--- config.mk ---
export PLATFORM = sky130hd
export DESIGN_NAME = ram_acc_ctrl
export DESIGN_NICKNAME = d
export VERILOG_FILES = /design/src/rtl/ram_acc_pkg.sv /design/src/rtl/ram_acc_ctrl_rom.sv /design/src/rtl/ram_acc_ctrl.sv
export SDC_FILE = /design/constraint.sdc
export NUM_CORES = 1
export LEC_CHECK = 0
export CORE_MARGIN = 1.5
export CORE_UTILIZATION = 41
export CTS_CLUSTER_SIZE = 10
export DETAILED_ROUTE_END_ITERATION = 6
export HOLD_SLACK_MARGIN = 0.05
export PLACE_DENSITY = 0.74
export SLEW_MARGIN = 15
export SYNTH_ARGS = -nofsm -noshare
export SYNTH_HDL_FRONTEND = slang
export SYNTH_SLANG_ARGS = --single-unit
--- constraint.sdc ---
create_clock -name init_clock -period 1.6 [get_ports init_clock]
set_input_delay 0.48 -clock init_clock [delete_from_list [all_inputs] [get_ports init_clock]]
set_output_delay 0.48 -clock init_clock [all_outputs]
set_load 0.01 [all_outputs]
--- src/rtl/ram_acc_pkg.sv ---
// ram_acc_pkg
// Shared definitions for the RAM4_8 / alu / accumulator sequencer:
// datapath widths, controller state encoding, ALU operation codes and
// the constant table written into the RAM after every reset.
package ram_acc_pkg;

  localparam int WORDSIZE = 8;
  localparam int ADDR_W   = 2;
  localparam int DEPTH    = 4;

  // Address of the last table word; both INIT and the accumulate loop stop here.
  localparam logic [ADDR_W-1:0] LAST_IDX = ADDR_W'(DEPTH - 1);

  typedef enum logic [2:0] {
    INIT = 3'd0,
    IDLE = 3'd1,
    CLR  = 3'd2,
    READ = 3'd3,
    ACC  = 3'd4,
    DONE = 3'd5
  } state_t;

  // Operation codes understood by the external alu.
  typedef enum logic [1:0] {
    ALU_ADD = 2'b00,
    ALU_SUB = 2'b01,
    ALU_AND = 2'b10,
    ALU_XOR = 2'b11
  } alu_op_t;

  localparam logic [WORDSIZE-1:0] INIT_TABLE [DEPTH] = '{8'd74, 8'd29, 8'd32, 8'd20};

endpackage

--- src/rtl/ram_acc_ctrl_rom.sv ---
// ram_init_rom
// Combinational lookup of the power-up RAM contents.
// Ports:
//   idx  - table index (RAM address being initialised)
//   data - table word for that index
module ram_init_rom
  import ram_acc_pkg::*;
(
  input  logic [ADDR_W-1:0]   idx,
  output logic [WORDSIZE-1:0] data
);

  always_comb begin
    data = INIT_TABLE[idx];
  end

endmodule

--- src/rtl/ram_acc_ctrl.sv ---
// ram_acc_ctrl
// Sequencer for the RAM4_8 / alu / accumulator datapath. After reset it
// writes the constant table into the RAM, then waits in IDLE where the RAM
// address follows user_addr. A start request clears the accumulator, walks
// every RAM word through the alu into the accumulator and captures the
// final accumulator value in result.
// Ports:
//   init_clock, init_reset     - clock, async active-high reset
//   start, op_sel              - run request and alu operation for the run
//   user_addr                  - manual RAM address while idle
//   acc_q, ram_dout            - accumulator output and RAM read data
//   ram_addr, ram_din, ram_we  - RAM control
//   alu_s, acc_en, acc_clr     - alu / accumulator control
//   init_done, busy, done      - status
//   result                     - accumulator value captured at end of run
//
// All outputs are registers loaded from the decode of the current state,
// so each output appears one clock after the state that produces it. This
// keeps the reset values clean while state already sits in INIT, and gives
// the RAM its synchronous read cycle between READ and ACC outputs.
module ram_acc_ctrl
  import ram_acc_pkg::*;
(
  input  logic                init_clock,
  input  logic                init_reset,
  input  logic                start,
  input  logic [1:0]          op_sel,
  input  logic [ADDR_W-1:0]   user_addr,
  input  logic [WORDSIZE-1:0] acc_q,
  input  logic [WORDSIZE-1:0] ram_dout,
  output logic [ADDR_W-1:0]   ram_addr,
  output logic [WORDSIZE-1:0] ram_din,
  output logic                ram_we,
  output logic [1:0]          alu_s,
  output logic                acc_en,
  output logic                acc_clr,
  output logic                init_done,
  output logic                busy,
  output logic                done,
  output logic [WORDSIZE-1:0] result
);

  state_t              state, next_state;
  logic [ADDR_W-1:0]   idx, next_idx;
  logic [WORDSIZE-1:0] rom_data;

  logic [ADDR_W-1:0]   ram_addr_d;
  logic [WORDSIZE-1:0] ram_din_d;
  logic                ram_we_d;
  logic [1:0]          alu_s_d;
  logic                acc_en_d;
  logic                acc_clr_d;
  logic                init_done_d;
  logic                busy_d;
  logic                done_d;

  // Read data goes straight from the RAM into the alu; the controller never
  // looks at it, so it is only reduced into a deliberately unused net.
  logic unused_ram_dout;
  assign unused_ram_dout = ^ram_dout;

  ram_init_rom u_rom (
    .idx  (idx),
    .data (rom_data)
  );

  // Next-state and output decode. idx doubles as the init write pointer and
  // the accumulate read pointer; it is reset to 0 on leaving INIT and in CLR.
  always_comb begin
    next_state  = state;
    next_idx    = idx;
    ram_addr_d  = '0;
    ram_din_d   = '0;
    ram_we_d    = 1'b0;
    alu_s_d     = alu_s;
    acc_en_d    = 1'b0;
    acc_clr_d   = 1'b0;
    init_done_d = 1'b1;
    busy_d      = 1'b0;
    done_d      = 1'b0;

    case (state)
      INIT: begin
        ram_we_d    = 1'b1;
        ram_addr_d  = idx;
        ram_din_d   = rom_data;
        init_done_d = 1'b0;
        if (idx == LAST_IDX) begin
          next_state = IDLE;
          next_idx   = '0;
        end else begin
          next_idx = idx + ADDR_W'(1);
        end
      end
      IDLE: begin
        ram_addr_d = user_addr;
        if (start) begin
          alu_s_d    = op_sel;
          next_state = CLR;
        end
      end
      CLR: begin
        acc_clr_d  = 1'b1;
        busy_d     = 1'b1;
        next_idx   = '0;
        next_state = READ;
      end
      READ: begin
        ram_addr_d = idx;
        busy_d     = 1'b1;
        next_state = ACC;
      end
      ACC: begin
        // Address held so the RAM keeps presenting the same word.
        ram_addr_d = idx;
        acc_en_d   = 1'b1;
        busy_d     = 1'b1;
        if (idx == LAST_IDX) begin
          next_state = DONE;
        end else begin
          next_idx   = idx + ADDR_W'(1);
          next_state = READ;
        end
      end
      DONE: begin
        busy_d     = 1'b1;
        done_d     = 1'b1;
        next_state = IDLE;
      end
      default: begin
        next_state = INIT;
        next_idx   = '0;
      end
    endcase
  end

  // State, index and registered outputs. result samples acc_q while the done
  // pulse is out: the last accumulator load happened on the edge before it.
  always_ff @(posedge init_clock or posedge init_reset) begin
    if (init_reset) begin
      state     <= INIT;
      idx       <= '0;
      ram_addr  <= '0;
      ram_din   <= '0;
      ram_we    <= 1'b0;
      alu_s     <= ALU_ADD;
      acc_en    <= 1'b0;
      acc_clr   <= 1'b0;
      init_done <= 1'b0;
      busy      <= 1'b0;
      done      <= 1'b0;
      result    <= '0;
    end else begin
      state     <= next_state;
      idx       <= next_idx;
      ram_addr  <= ram_addr_d;
      ram_din   <= ram_din_d;
      ram_we    <= ram_we_d;
      alu_s     <= alu_s_d;
      acc_en    <= acc_en_d;
      acc_clr   <= acc_clr_d;
      init_done <= init_done_d;
      busy      <= busy_d;
      done      <= done_d;
      if (done) begin
        result <= acc_q;
      end
    end
  end

endmodule

==> results of run 1 <==
-- power by group --
group	switching [mW]	internal, mW
clock network	0.182	0.0879
logic	0.577	0.640
registers	0.193	1.01
-- flip-flops by register name, summed over array words and instances (netlist names), 2 cells and up --
signal    flops
ram_addr      2
ram_din       5
alu_s         2
result        8
idx           2
state         3
-- what timing repair did --
| action | 4_1_cts | 5_1_grt |
|---|---|---|
| hold buffers | 0 | 0 |
| gates resized for setup | 25 | 0 |
| setup endpoints to repair | 25 | 0 |
| endpoints found under the hold margin | 0 | 0 |
-- per-layer routing --
layer	GRT usage [%]	routed length [µm]
met1	17.9	850
met2	25.9	1050
met3	3.69	173
met4	4.42	0
met5	0	0
-- worst max-delay path by stage --
stage / from / end / slack [ns] / depth (start not counted)
4_1_cts: alu_s[0]$_DFFE_PP0P_ / alu_s[0] / 0.09 / 1
6_report: alu_s[0]$_DFFE_PP0P_ / alu_s[0] / 0.11 / 1
3_3_place_gp: start / alu_s[0]$_DFFE_PP0P_ / -0.19 / 4
2_1_floorplan: start / alu_s[0]$_DFFE_PP0P_ / 0.30 / 3
5_1_grt: alu_s[0]$_DFFE_PP0P_ / alu_s[0] / 0.05 / 1
3_5_place_dp: start / alu_s[0]$_DFFE_PP0P_ / -0.24 / 4
-- kinds of logic after synthesis --
family,synth area share [%]
and+or+nand+nor,10.8
DFF,60.2
other,0.322
xor gates and xnor gates,0.752
muxes,10.5
buffers and inverters,6.66
AOI/OAI and AO/OA,6.44
adders and majority gates,4.30
-- final cells by class --
class	count	area (µm²)	share of cell area [%]
Clock buffer	3	22.5	1.44
Inverter	6	22.5	1.44
Multi-Input combinational cell	45	387	24.7
Sequential cell	28	701	44.8
Tap cell	31	38.8	2.48
Timing Repair Buffer	42	394	25.2
-- cell usage in the layout, fill, tap and decap left out, types with 2 or more instances in the layout --
cell type        synthesis  final
and2_1                   4      4
buf_4                    3      2
clkbuf_4                 0      3
clkdlybuf4s50_1          0     14
dfrtp_1                 28     28
dlygate4sd2_1            0     25
ha_1                     4      4
inv_1                    5      5
mux2_2                  10     10
nand2_1                  2      2
nor3_1                   3      3
nor3b_1                  2      2
o21ai_0                  3      3
-- synthesized netlist by cell type (2+ instances only) --
master | n | area (µm²)
and2_1 | 4 | 25.0
o21ai_0 | 3 | 15.0
nor3b_1 | 2 | 15.0
buf_6 | 2 | 22.5
buf_2 | 2 | 10.0
nor3_1 | 3 | 15.0
inv_1 | 5 | 18.8
buf_4 | 3 | 22.5
dfrtp_1 | 28 | 701
nand2_1 | 2 | 7.51
ha_1 | 4 | 50.1
mux2_2 | 10 | 113
-- stage by stage --
stage | total power [mW] | utilization [%] | hold slack [ns] | area, µm²
after global routing | 2.91 | 57.3 | 0.473 | 1570
after detailed placement | 2.66 | 57.6 | 0.494 | 1570
after global placement | 2.61 | 57.6 | 0.490 | 1570
after floorplan | 2.01 | - | 0.499 | 1160
after CTS | 2.73 | 57.3 | 0.477 | 1570
final | 2.69 | 57.3 | 0.480 | 1570
==> flow_metrics.py, run 1 <==
metrics = {
    "grt": {
        "globalRouteTotalUtil_pct": 14.8,
        "antenna_found_initial": 0,
        "grt_pass1_wl_um": 3700,
        "grt_max_degree": 29,
        "overflow": 0,
        "grt_pass1_vias": 806,
    },
    "place": {
        "pre_cts_ws_ns": -0.238,
        "gp_congestion": 0.874,
        "place_hpwl_um": 1600,
        "placed_cells": 152,
        "portBuffers": 39,
    },
    "clocking": {
        "cts_tree": "done",
        "max-clock-path-buffers": 2,
        "htree_levels": 1,
        "path_clk_slew_ns": 0.14,
        "clock-root-buffer": "clkbuf_4",
        "cts_setup_buffers": 0,
        "cts_buffers": 3,
        "clock_sinks": 28,
        "clk-insertion-delay-late_ns": 0.31,
    },
    "power_and_ir_drop": {
        "power.leakage_nw": 0.776,
        "ir_drop_uv": 1100,
        "pwr_density_cell_nw_per_um2": 1720,
    },
    "die": {
        "pin_count": 49,
        "die_y_um": 56.3,
        "core_area_um2": 2730,
        "fp.dieW_um": 56.3,
        "initial_core_util_pct": 42.6,
        "dieArea_um2": 3170,
        "core.rowCount": 19,
    },
    "cells_and_area": {
        "synthToLayoutAreaGrowth_pct": 34.4,
        "fin_nets": 153,
        "num-fill-cells": 229,
        "drive_gt1_share_pct": 15.3,
        "insertedDiodeCount": 0,
        "fin_cells": 155,
    },
    "logic_synthesis": {
        "synth_cell_types": 30,
        "synthCells": 86,
        "avgSynthCellArea_um2": 13.5,
        "ys_seq_area_share_pct": 60.2,
        "synth_nets": 113,
        "synthArstFlopShare_pct": 100,
        "yosysWarnings": 0,
        "ys.flop_type": "dfrtp_1",
        "synth_area_um2": 1160,
        "synth_edf_count": 0,
        "synth_seq_cells": 28,
    },
    "timing": {
        "setup_viol": 0,
        "rsz0062_at_grt": "no",
        "fin_skew_ns": 0.0118,
        "final.setup.tns_ns": 0,
        "fin_crit_sh_pct": 92.8,
        "period_needed_ns": 1.49,
        "max_freq_mhz": 673,
        "setup_slack_ns": 0.114,
        "slew_violations": 0,
        "hold_viol_final": 0,
    },
    "critical_path": {
        "r2r-start": "state[1]$_DFFE_PP0P_",
        "path_buf_inv": 1,
        "cp-start-kind": "flip-flop",
        "slowest_delay_ns": 0.41,
        "worstPathRequired_ns": 1.12,
        "arrival_ns": 1.01,
        "crit_path_end_kind": "primary output",
        "path_delay_family": "flip-flops",
        "critPathKind": "reg -> out",
        "crit_path_max_fanout": 2,
        "r2r_cells": 2,
        "worst-r2r-setup-slack_ns": 0.20,
        "cpMaxStageDelayCell": "dfrtp_1",
        "path_cells": "dlygate4sd2_1",
        "worst_r2r_endpoint": "state[0]$_DFFE_PP0P_",
    },
    "route": {
        "vias": 774,
        "post-route-drc-count": 0,
        "routedWlPerCell_um": 13.4,
        "dr.pass1.iters": 4,
        "drt-total-wl_um": 2070,
        "first_iter_violations": 6,
        "vias_per_cell": 4.99,
        "postRouteAntennaNets": 0,
    },
    "run": {
        "cap_violations": 0,
    },
    "status": {
        "status": "complete, no violations",
    },
    "min_path": {
        "min_path_type": "in -> async",
    },
}
No activity file was read; power rests on OpenSTA's default activity.
==> run 2: changes to the inputs <==
- CTS_CLUSTER_SIZE: 10 -> 20
- HOLD_SLACK_MARGIN: 0.05 -> 0.08
- SKIP_LAST_GASP: default -> 1
==> results of run 2 <==
Same layout as run 1: the final DEF is identical, and so are final timing and power.
==> run 3: changes to the inputs <==
- CTS_CLUSTER_SIZE: 20 -> 30
==> results of run 3 <==
Same layout as run 1: the final DEF is identical, and so are final timing and power.
